File: src/rtl/motor_pkg.sv
// Shared types and encodings for the motor travel controller.
// Includes the FSM state enum, the dir_req command codes and the fault_code values.
package motor_pkg;

  typedef enum logic [2:0] {
    ST_IDLE   = 3'd0,
    ST_RUN_UP = 3'd1,
    ST_RUN_DN = 3'd2,
    ST_DEAD   = 3'd3,
    ST_FAULT  = 3'd4
  } state_t;

  localparam logic [1:0] DIR_TOGGLE = 2'b00;
  localparam logic [1:0] DIR_UP     = 2'b01;
  localparam logic [1:0] DIR_DN     = 2'b10;

  localparam logic [1:0] FC_NONE   = 2'b00;
  localparam logic [1:0] FC_TMO    = 2'b01;
  localparam logic [1:0] FC_LIMITS = 2'b10;

  function automatic logic is_active(input state_t s);
    return (s == ST_RUN_UP) || (s == ST_RUN_DN) || (s == ST_DEAD);
  endfunction

endpackage

File: src/rtl/motor_cnt.sv
// Loadable saturating up-counter with a terminal-count flag.
// The controller shares one instance between run timeout and dead time.
module motor_cnt #(
  parameter int W = 8
) (
  input  logic         clk,
  input  logic         rst,
  input  logic         load,
  input  logic [W-1:0] load_val,
  input  logic         en,
  input  logic [W-1:0] term,
  output logic         tc
);

  logic [W-1:0] count;

  // Saturates at all-ones so a stuck enable can never wrap back below term.
  always_ff @(posedge clk) begin
    if (rst) begin
      count <= '0;
    end else if (load) begin
      count <= load_val;
    end else if (en && (count != '1)) begin
      count <= count + 1'b1;
    end
  end

  assign tc = (count >= term);

endmodule

File: src/rtl/motor_travel_ctrl.sv
// Up/down travel controller with end-stop sensing, run timeout and post-move dead time.
// All outputs are registered from the next state, so they line up with the state register.
module motor_travel_ctrl
  import motor_pkg::*;
#(
  parameter int TMO_CYC  = 1000,
  parameter int DEAD_CYC = 4,
  parameter int CNT_W    = $clog2(TMO_CYC + 1)
) (
  input  logic       clk,
  input  logic       rst,
  input  logic       activate,
  input  logic [1:0] dir_req,
  input  logic       up_limit,
  input  logic       dn_limit,
  input  logic       abort,
  input  logic       fault_clr,
  output logic       motor_up,
  output logic       motor_dn,
  output logic       busy,
  output logic       done,
  output logic       fault,
  output logic [1:0] fault_code
);

  // Widened so the dead-time terminal value always fits even for tiny timeouts.
  localparam int CW = (CNT_W > 8) ? CNT_W : 8;
  localparam logic [CW-1:0] TMO_TERM  = CW'(TMO_CYC - 1);
  localparam logic [CW-1:0] DEAD_TERM = CW'(DEAD_CYC - 1);

  state_t      state, next_state;
  logic [1:0]  cause;
  logic        done_set;
  logic        target;
  logic        cnt_load, cnt_en, cnt_tc;
  logic [CW-1:0] cnt_term;
  logic        motor_up_nx, motor_dn_nx, busy_nx, done_nx, fault_nx;
  logic [1:0]  fault_code_nx;

  assign cnt_term = (state == ST_DEAD) ? DEAD_TERM : TMO_TERM;
  assign cnt_en   = is_active(state);
  assign cnt_load = is_active(next_state) && (next_state != state);

  motor_cnt #(.W(CW)) u_cnt (
    .clk      (clk),
    .rst      (rst),
    .load     (cnt_load),
    .load_val ('0),
    .en       (cnt_en),
    .term     (cnt_term),
    .tc       (cnt_tc)
  );

  always_ff @(posedge clk) begin
    if (rst) begin
      state      <= ST_IDLE;
      motor_up   <= 1'b0;
      motor_dn   <= 1'b0;
      busy       <= 1'b0;
      done       <= 1'b0;
      fault      <= 1'b0;
      fault_code <= FC_NONE;
    end else begin
      state      <= next_state;
      motor_up   <= motor_up_nx;
      motor_dn   <= motor_dn_nx;
      busy       <= busy_nx;
      done       <= done_nx;
      fault      <= fault_nx;
      fault_code <= fault_code_nx;
    end
  end

  // Run priority: both limits, then target limit, then abort, then timeout.
  always_comb begin
    next_state = state;
    cause      = FC_NONE;
    done_set   = 1'b0;
    target     = 1'b0;
    case (state)
      ST_IDLE: begin
        if (activate && (dir_req != 2'b11)) begin
          if (up_limit && dn_limit) begin
            next_state = ST_FAULT;
            cause      = FC_LIMITS;
          end else begin
            case (dir_req)
              DIR_TOGGLE: next_state = up_limit ? ST_RUN_DN : ST_RUN_UP;
              DIR_UP: begin
                if (up_limit) done_set = 1'b1;
                else          next_state = ST_RUN_UP;
              end
              DIR_DN: begin
                if (dn_limit) done_set = 1'b1;
                else          next_state = ST_RUN_DN;
              end
              default: next_state = state;
            endcase
          end
        end
      end
      ST_RUN_UP, ST_RUN_DN: begin
        target = (state == ST_RUN_UP) ? up_limit : dn_limit;
        if (up_limit && dn_limit) begin
          next_state = ST_FAULT;
          cause      = FC_LIMITS;
        end else if (target) begin
          next_state = ST_DEAD;
          done_set   = 1'b1;
        end else if (abort) begin
          next_state = ST_DEAD;
        end else if (cnt_tc) begin
          next_state = ST_FAULT;
          cause      = FC_TMO;
        end
      end
      ST_DEAD: begin
        if (cnt_tc) next_state = ST_IDLE;
      end
      ST_FAULT: begin
        if (fault_clr) next_state = ST_IDLE;
      end
      default: begin
        next_state = ST_FAULT;
        cause      = FC_TMO;
      end
    endcase
  end

  always_comb begin
    motor_up_nx   = (next_state == ST_RUN_UP);
    motor_dn_nx   = (next_state == ST_RUN_DN);
    busy_nx       = is_active(next_state);
    done_nx       = done_set;
    fault_nx      = (next_state == ST_FAULT);
    fault_code_nx = FC_NONE;
    if (next_state == ST_FAULT) begin
      fault_code_nx = (state == ST_FAULT) ? fault_code : cause;
    end
  end

endmodule

File: config.mk
export PLATFORM = sky130hd
export DESIGN_NAME = motor_travel_ctrl
export DESIGN_NICKNAME = d
export VERILOG_FILES = /design/src/rtl/motor_pkg.sv /design/src/rtl/motor_cnt.sv /design/src/rtl/motor_travel_ctrl.sv
export SDC_FILE = /design/constraint.sdc
export NUM_CORES = 1
export LEC_CHECK = 0
export CORE_MARGIN = 5
export CORE_UTILIZATION = 61
export CTS_CLUSTER_DIAMETER = 120
export DETAILED_ROUTE_END_ITERATION = 10
export MAX_ROUTING_LAYER = met4
export PLACE_DENSITY_LB_ADDON = 0.05
export SYNTH_ARGS = -nofsm -noshare
export SYNTH_HDL_FRONTEND = slang
export SYNTH_HIERARCHICAL = 1
export SYNTH_SLANG_ARGS = --single-unit
File: constraint.sdc
create_clock -name clk -period 7.5 [get_ports clk]
set_input_delay 2.25 -clock clk [delete_from_list [all_inputs] [get_ports clk]]
set_output_delay 2.25 -clock clk [all_outputs]
set_load 0.005 [all_outputs]
==> results of run 1 <==
cells in the final DEF (no fill, tap or decap), drive strengths merged, types with 4 or more instances in the layout:
cell,count
nor2b,6
nand2,11
inv,15
nand3b,4
a21oi,13
clkdlybuf4s50,15
ha,16
nand2b,4
nand3,7
nor2,17
o21ai,4
a31oi,6
conb,14
dfxtp,20
a2111oi,4
flip-flops by register name, indices dropped and copies added, names as in the netlist:
register and count:
u_cnt/count 10, state 3, fault_code 2, busy 1, done 1, fault 1, motor_dn 1, motor_up 1
power by group through the flow:
stage               Clock (mW)  Combinational, mW  Sequential (mW)
CTS                     0.0897             0.0949            0.138
finish                  0.0881             0.0953            0.138
floorplan                    0             0.0711            0.135
global route            0.0951              0.109            0.141
detailed placement           0             0.0941            0.140
global placement             0             0.0879            0.140
worst min-delay path, delay by kind of cell (launching register included):
kind	cells	cell delay, ps
AOI/OAI and AO/OA	1	50
and+or+nand+nor	1	60
DFF	1	330
per-layer routing:
| layer | part of all wire (%) | GRT usage [%] |
|---|---|---|
| met1 | 39 | 22.7 |
| met2 | 55 | 42.6 |
| met3 | 4.4 | 3.40 |
| met4 | 1.1 | 7.74 |
| met5 | 0 | - |
stage by stage:
step           instances  util (%)  hold slack [ps]
2_1_floorplan        201         -              465
3_3_place_gp         237      71.0              457
3_5_place_dp         237      71.0              463
4_1_cts              241      73.2              480
5_1_grt              241      73.2              501
6_report             241      73.2              478
cells in the mapped netlist (all sizes together) (2+ instances only):
cell,count,area share [%]
a31oi,6,2.4
nor3,3,0.97
and4,2,1.3
dfxtp,20,26
and2,2,0.89
a211o,3,1.7
nand4b,2,1.1
conb,2,0.48
a21oi,13,4.2
clkbuf,3,0.80
nand3,7,3.4
nor2,17,4.7
o21ai,4,1.3
buf,7,2.5
nor3b,3,1.4
and2b,2,1.1
a22oi,2,0.97
o21a,2,0.97
nor4b,2,1.1
a2111oi,4,2.7
mux2i,2,1.3
nand2b,4,1.6
nor2b,6,2.4
nand4,3,1.2
a221oi,2,1.5
and3,3,1.4
a211oi,2,0.97
nand2,11,2.7
inv,15,3.6
nand3b,4,1.9
ha,16,13
area by class of cell:
class / instances / area (sq um) / area share, %
Clock inverter: 1 / 30.0 / 1.67
Clock buffer: 3 / 22.5 / 1.25
Multi-Input combinational cell: 156 / 1090 / 60.8
Tap cell: 30 / 37.5 / 2.09
Timing Repair Buffer: 16 / 158 / 8.77
Inverter: 15 / 56.3 / 3.13
Sequential cell: 20 / 400 / 22.3
cells by family after synthesis:
| kind of cell | Yosys count | share of synthesized area (%) |
|---|---|---|
| adders and majority gates | 16 | 12.9 |
| muxes | 3 | 2.01 |
| xor gates and xnor gates | 1 | 0.563 |
| and+or+nand+nor | 76 | 30.3 |
| AOI/OAI and AO/OA | 46 | 21.1 |
| DFF | 20 | 25.7 |
| buffers and inverters | 25 | 6.92 |
| other | 2 | 0.483 |
path summary, 6_finish.rpt:
path,endpoint,slack [ps],cells after the start
setup reg to reg,u_cnt/count[9]$_SDFFE_PP0P_,3990,15
setup / recovery,u_cnt/count[9]$_SDFFE_PP0P_,2940,11
hold reg to reg,fault_code[0]$_SDFFE_PP0P_,480,2
hold / removal,fault_code[0]$_SDFFE_PP0P_,480,2
==> results.json, run 1 <==
{
  "max_freq_ghz": 0.219,
  "cellLeakagePower_nw": 0.780,
  "holdCritPathClass": "flip-flop to flip-flop",
  "grt_pass1_vias": 1447,
  "critPathArrivalTime_ps": 4790,
  "ios": 16,
  "clk_latency_ps": 300,
  "num-nets-final": 237,
  "place_ws_ps": 2650,
  "hold_path_startpoint": "fault_code[0]$_SDFFE_PP0P_",
  "syn_area_per_cell_sq_um": 8.23,
  "ctsResizeCount": 0,
  "coreArea_sq_mm": 0.00245,
  "cts_hold_buf": 0,
  "area_delta_synth_final_pct": 15.5,
  "viasPerCell": 5.95,
  "cts_tree": "done",
  "place.gp.congestion": 0.941,
  "rsz0062_at_grt": "no",
  "dp_hpwl_mm": 2.71,
  "ir_drop_mv": 0.182,
  "setup_slack_ps": 2940,
  "drtAntennaViolNets": 0,
  "seqPwrFrac_pct": 43.0,
  "grt_use_total_pct": 22.2,
  "synth-main-ff-cell": "dfxtp_1",
  "cts.sinks": 20,
  "setup_tns_ps": 0,
  "power_density_mw_per_mm2": 179,
  "finalCriticalPeriod_ps": 4560,
  "path_cells": "clkdlybuf4s50_1 -> ha_1 -> nand2b_1 -> a211o_1 -> a21oi_1 -> nand2_1 -> a22oi_1 -> buf_4 -> nor2_1 -> mux2_2 -> nor3_1",
  "status": "completed",
  "switchingPower_mw": 0.103,
  "htree_levels": 1,
  "final_design_area_no_fill_sq_mm": 0.00180,
  "internal_power_mw": 0.219,
  "layout-drive-gt1-share_pct": 9.48,
  "worstPathMaxFanout": 28,
  "crit_start": "dir_req[0]",
  "rows": 18,
  "fp.dieH_um": 60.5,
  "fill_cells": 202,
  "dieArea_sq_mm": 0.00366,
  "routed_wl_mm": 3.49,
  "r2r-start": "state[2]$_SDFF_PP0_",
  "root_buffer": "clkbuf_4",
  "antenna_found_initial": 0,
  "yosysWarnings": 6,
  "synth.distinct_cells": 58,
  "synth_seq_cells": 20,
  "syn_area_sq_mm": 0.00156,
  "cts_setup_buffers": 0,
  "path_class": "input port to flip-flop",
  "io_buffers": 15,
  "timing_hold_violations_final": 0,
  "power_frac_comb_pct": 29.6,
  "relSlewSlack_pct": 50.5,
  "clock_path_buffers": 2,
  "critical_path.slowest_cell": "clkdlybuf4s50_1",
  "drtPass1Iterations": 4,
  "synth_edf_count": 0,
  "setup_viol": 0,
  "endpoint_kind": "flip-flop",
  "grt_max_degree": 29,
  "initial_core_util_pct": 63.4,
  "grt_pass1_wl_mm": 6.09,
  "overflow": 0,
  "max_stage_delay_ps": 500,
  "vias": 1435,
  "fin_crit_sh_pct": 60.8,
  "diodes": 0,
  "maxCapViolCount": 0,
  "seq_area_frac_synth_pct": 25.7,
  "p_sw_share_pct": 31.9,
  "cp.required_ps": 7730,
  "drtIter0Drc": 80,
  "slew_viol_final": 0,
  "worst_pin_slew_ps": 740,
  "finalClockSkew_ps": 3.57,
  "drc": 0,
  "placed_area_sq_mm": 0.00174,
  "ys_async_sr_fraction_pct": 0,
  "clkPwrFrac_pct": 27.4,
  "critPathBufInv": 2,
  "critPathLaunchType": "input port",
  "clkTransAtPathRegs_ps": 120,
  "die_w_um": 60.5,
  "wl_per_cell_um": 14.5,
  "synthesis.instances": 189,
  "p_total_mw": 0.322,
  "crit_family": "buffers and inverters",
  "numCtsBuffers": 3
}
Power figures use the tool's default switching activity.
==> run 2: changes to the inputs <==
--- a/config.mk
+++ b/config.mk
@@ -6,7 +6,7 @@
 export NUM_CORES = 1
 export LEC_CHECK = 0
 export CORE_MARGIN = 5
-export CORE_UTILIZATION = 61
+export CORE_UTILIZATION = 56
 export CTS_CLUSTER_DIAMETER = 120
 export DETAILED_ROUTE_END_ITERATION = 10
 export MAX_ROUTING_LAYER = met4
==> constraint.sdc (replaced) <==
create_clock -name clk -period 4.7 [get_ports clk]
set_input_delay 1.41 -clock clk [delete_from_list [all_inputs] [get_ports clk]]
set_output_delay 1.41 -clock clk [all_outputs]
set_load 0.005 [all_outputs]
==> results.json, run 2 (synthesized netlist as in run 1, its figures left out) <==
{
  "status": "completed",
  "cp.required_ps": 4880,
  "grt_pass1_vias": 1252,
  "max_stage_delay_ps": 470,
  "reg_top3": "u_cnt/count: 10 flops, state: 3 flops, fault_code: 2 flops",
  "root_buffer": "clkbuf_4",
  "die_w_um": 62.7,
  "path_cells": "clkdlybuf4s50_1 -> ha_1 -> nand2b_1 -> o41ai_1 -> nand3_1 -> a22oi_1 -> buf_4 -> nor4b_1 -> a2111oi_0",
  "top_register": "u_cnt/count",
  "drtIter0Drc": 44,
  "drtPass1Iterations": 4,
  "htree_levels": 1,
  "power_density_mw_per_mm2": 285,
  "critPathBufInv": 2,
  "fp.dieH_um": 62.7,
  "numCtsBuffers": 3,
  "clock_path_buffers": 2,
  "area_delta_synth_final_pct": 15.6,
  "critPathLaunchType": "input port",
  "fill_cells": 225,
  "critical_path.slowest_cell": "clkdlybuf4s50_1",
  "holdCritPathClass": "flip-flop to flip-flop",
  "num-nets-final": 237,
  "path_class": "input port to flip-flop",
  "place.gp.congestion": 0.865,
  "maxCapViolCount": 0,
  "drtAntennaViolNets": 0,
  "final_cell_mix": "dfxtp_1 (20), ha_1 (16), nor2_1 (15), inv_1 (15), clkdlybuf4s50_1 (15)",
  "grt_max_degree": 29,
  "cts_setup_buffers": 0,
  "diodes": 0,
  "fin_crit_sh_pct": 77.1,
  "clk_latency_ps": 300,
  "worstPathMaxFanout": 28,
  "cts_hold_buf": 0,
  "endpoint_kind": "flip-flop",
  "viasPerCell": 5.69,
  "overflow": 0,
  "worst_pin_slew_ps": 734,
  "antenna_found_initial": 0,
  "layout-drive-gt1-share_pct": 9.48,
  "ios": 16,
  "routed_wl_mm": 3.31,
  "wl_per_cell_um": 13.7,
  "ir_drop_mv": 0.267,
  "grt_pass1_wl_mm": 5.58,
  "dp_hpwl_mm": 2.53,
  "crit_family": "compound AO/OA/AOI/OAI gates",
  "clkTransAtPathRegs_ps": 120,
  "slew_viol_final": 0,
  "cts.sinks": 20,
  "relSlewSlack_pct": 50.9,
  "cellLeakagePower_nw": 0.780,
  "max_freq_ghz": 0.276,
  "cts_tree": "done",
  "coreArea_sq_mm": 0.00271,
  "finalCriticalPeriod_ps": 3630,
  "timing_hold_violations_final": 0,
  "setup_tns_ps": 0,
  "dieArea_sq_mm": 0.00393,
  "final_util_pct": 66.3,
  "vias": 1376,
  "largest_reg_flops": 10,
  "io_buffers": 15,
  "setup_viol": 0,
  "final_common_cell": "dfxtp_1",
  "initial_core_util_pct": 57.4,
  "rows": 19,
  "rsz0062_at_grt": "no",
  "finalClockSkew_ps": 2.62,
  "drc": 0,
  "critPathArrivalTime_ps": 3810,
  "ctsResizeCount": 0,
  "grt_use_total_pct": 17.3
}
==> run 2: cell counts in the layout (fill, tap and decap cells not counted) <==
Identical to the previous run, type by type.
==> run 2: power by group <==
group | internal [mW] | switching [mW]
sequential | 0.192 | 0.0289
combinational | 0.0712 | 0.0794
clock | 0.0862 | 0.0539
==> run 2: worst reg2reg max path, stage by stage, from the launching register on <==
cell       delay (ps)
dfxtp_1           530
nand3b_1          300
inv_1              80
ha_1              310
a2111o_1          430
a211oi_1          210
nor3_1            150
nand3b_1          110
a21oi_1            70
a21oi_1           160
nand2_1           110
a22oi_1           160
buf_4             290
nor4b_1           100
a2111oi_0         370
==> run 2: layout make-up <==
| cell class | count | area, sq um | area share [%] |
|---|---|---|---|
| Clock inverter | 1 | 30.0 | 1.67 |
| Tap cell | 31 | 38.8 | 2.16 |
| Sequential cell | 20 | 400 | 22.3 |
| Clock buffer | 3 | 22.5 | 1.25 |
| Inverter | 15 | 56.3 | 3.13 |
| Timing Repair Buffer | 16 | 158 | 8.77 |
| Multi-Input combinational cell | 156 | 1090 | 60.8 |
==> run 2: layer usage <==
layer | GRT usage, % | share of wire, %
met5 | - | 0
met4 | 5.57 | 0.88
met3 | 2.88 | 3.0
met2 | 26.2 | 46
met1 | 23.3 | 50
==> run 2: worst paths after layout <==
path	cells after the start	slack, ps	startpoint	end
setup / recovery	9	1070	dir_req[0]	u_cnt/count[5]$_SDFFE_PP0P_
hold / removal	2	490	fault_code[0]$_SDFFE_PP0P_	fault_code[0]$_SDFFE_PP0P_
setup reg to reg	14	1190	state[2]$_SDFF_PP0_	u_cnt/count[5]$_SDFFE_PP0P_
hold reg to reg	2	490	fault_code[0]$_SDFFE_PP0P_	fault_code[0]$_SDFFE_PP0P_
==> run 2: stage by stage <==
stage	hold slack, ps	power, mW	std cells	setup WS, ps	instance area, sq um
after floorplan	465	0.329	201	1320	1600
after global placement	462	0.364	238	863	1750
after detailed placement	482	0.374	238	779	1750
after CTS	498	0.515	242	1100	1800
after global routing	526	0.550	242	838	1800
final	494	0.512	242	1070	1800
==> run 3: changes to the inputs <==
--- a/config.mk
+++ b/config.mk
@@ -6,7 +6,7 @@
 export NUM_CORES = 1
 export LEC_CHECK = 0
 export CORE_MARGIN = 5
-export CORE_UTILIZATION = 56
+export CORE_UTILIZATION = 51
 export CTS_CLUSTER_DIAMETER = 120
 export DETAILED_ROUTE_END_ITERATION = 10
 export MAX_ROUTING_LAYER = met4
==> constraint.sdc (replaced) <==
create_clock -name clk -period 3.3 [get_ports clk]
set_input_delay 0.99 -clock clk [delete_from_list [all_inputs] [get_ports clk]]
set_output_delay 0.99 -clock clk [all_outputs]
set_load 0.005 [all_outputs]
==> results.json, run 3 (synthesized netlist as in run 1, its figures left out) <==
{
  "ir_drop_mv": 0.300,
  "grt_pass1_vias": 1505,
  "multiInputGateArea_sq_mm": 0.00111,
  "place.gp.congestion": 0.813,
  "diodes": 0,
  "drtIter0Drc": 80,
  "rows": 20,
  "finalClockSkew_ps": 5.04,
  "reg_top3": "u_cnt/count: 10 flops, state: 3 flops, fault_code: 2 flops",
  "viasPerCell": 5.82,
  "wl_per_cell_um": 14.0,
  "relSlewSlack_pct": 48.9,
  "numCtsBuffers": 3,
  "final_cell_mix": "dfxtp_1 (20), ha_1 (16), nor2_1 (15), inv_1 (15), clkdlybuf4s50_1 (15)",
  "p_sw_share_pct": 32.0,
  "htree_levels": 1,
  "vias": 1508,
  "clock_path_buffers": 2,
  "final_util_pct": 65.3,
  "cp_common_cell": "buf_4",
  "clkTransAtPathRegs_ps": 120,
  "clk_latency_ps": 310,
  "area_delta_synth_final_pct": 24.9,
  "grt_pass1_wl_mm": 6.00,
  "io_buffers": 15,
  "place_ws_ps": -121,
  "overflow": 0,
  "setup_viol": 0,
  "worstPathMaxFanout": 6,
  "endpoint_kind": "flip-flop",
  "critical_path.slowest_cell": "a311o_1",
  "critPathLaunchType": "flip-flop",
  "cts.sinks": 20,
  "fill_cells": 249,
  "timing_hold_violations_final": 0,
  "drtPass1Iterations": 4,
  "finalCriticalPeriod_ps": 3130,
  "grt_max_degree": 21,
  "top_register": "u_cnt/count",
  "max_freq_ghz": 0.320,
  "drc": 0,
  "holdCritPathClass": "flip-flop to flip-flop",
  "seqCellArea_sq_um": 400,
  "switchingPower_mw": 0.250,
  "drtAntennaViolNets": 0,
  "crit_family": "compound AO/OA/AOI/OAI gates",
  "path_cells": "nand3b_1 -> buf_4 -> inv_1 -> ha_1 -> a211o_1 -> a211oi_2 -> nor3_2 -> buf_4 -> nand3b_1 -> a21oi_1 -> a21oi_2 -> nand2_1 -> a22oi_2 -> buf_4 -> nor2_1 -> a311o_1 -> nor2_1",
  "max_stage_delay_ps": 350,
  "critPathArrivalTime_ps": 3390,
  "final_common_cell": "dfxtp_1",
  "power_frac_comb_pct": 34.1,
  "slew_viol_final": 0,
  "path_class": "flip-flop to flip-flop",
  "layout-drive-gt1-share_pct": 17.3,
  "initial_core_util_pct": 52.2,
  "fin_crit_sh_pct": 94.8,
  "status": "completed",
  "seqPwrFrac_pct": 39.7,
  "setup_slack_ps": 171,
  "cts_tree": "done",
  "maxCapViolCount": 0,
  "num-nets-final": 252,
  "routed_wl_mm": 3.64,
  "root_buffer": "clkbuf_4",
  "fp.dieH_um": 65.2,
  "coreArea_sq_mm": 0.00298,
  "clkPwrFrac_pct": 26.2,
  "die_w_um": 65.2,
  "dp_hpwl_mm": 2.72,
  "internal_power_mw": 0.532,
  "dieArea_sq_mm": 0.00425,
  "grt_use_total_pct": 17.9,
  "cp.required_ps": 3560,
  "ios": 16,
  "power_density_mw_per_mm2": 402,
  "critPathBufInv": 4,
  "largest_reg_flops": 10,
  "antenna_found_initial": 0,
  "cellLeakagePower_nw": 0.859,
  "worst_pin_slew_ps": 764
}
run 3: through the flow:
step / TNS, ps / total power, mW / area (sq um) / hold slack, ps / cells
after detailed placement: -508 / 0.569 / 1850 / 466 / 252
after global routing: -18.9 / 0.837 / 1940 / 507 / 259
after CTS: 0 / 0.777 / 1920 / 484 / 258
final: 0 / 0.782 / 1940 / 477 / 259
after floorplan: 0 / 0.469 / 1600 / 465 / 201
after global placement: -92.8 / 0.554 / 1850 / 457 / 252
run 3: timing repair:
action | in CTS | in global routing
endpoints found under the setup margin | 1 | 6
buffers inserted | 2 | 0
hold buffers | 0 | 0
gates resized for setup | 0 | 7
cloned | 0 | 1
pin swaps | 0 | 1
endpoints found under the hold margin | 0 | 0
run 3: power by group through the flow:
| stage | clock, mW | sequential, mW | combinational [mW] |
|---|---|---|---|
| finish | 0.205 | 0.310 | 0.267 |
| global placement | 0 | 0.315 | 0.240 |
| CTS | 0.212 | 0.310 | 0.256 |
| detailed placement | 0 | 0.315 | 0.254 |
| floorplan | 0 | 0.307 | 0.162 |
| global route | 0.225 | 0.317 | 0.295 |
run 3: metal layers:
metal / up-vias / part of all wire, % / GRT usage (%)
met4: 0 / 1.2 / 6.48
met1: 712 / 39 / 16.1
met5: - / 0 / -
met2: 38 / 56 / 35.8
li1: 753 / - / -
met3: 5 / 4.3 / 4.27
run 3: path summary, 6_finish.rpt:
check | start | end | slack (ps) | cells past startpoint
max reg2reg | state[2]$_SDFF_PP0_ | u_cnt/count[8]$_SDFFE_PP0P_ | 170 | 17
max | state[2]$_SDFF_PP0_ | u_cnt/count[8]$_SDFFE_PP0P_ | 170 | 17
min | fault_code[0]$_SDFFE_PP0P_ | fault_code[0]$_SDFFE_PP0P_ | 480 | 2
min reg2reg | fault_code[0]$_SDFFE_PP0P_ | fault_code[0]$_SDFFE_PP0P_ | 480 | 2
run 3: final cells by class:
type                            count  area share [%]
Tap cell                           33            2.12
Timing Repair Buffer               31            14.4
Sequential cell                    20            20.6
Clock inverter                      1            1.55
Clock buffer                        3            1.16
Multi-Input combinational cell    156            57.2
Inverter                           15            2.90
run 3: tightest hold or removal path: stages (launching register included):
cell and delay, ps:
dfxtp_1 330, nand2_1 60, a221oi_2 50
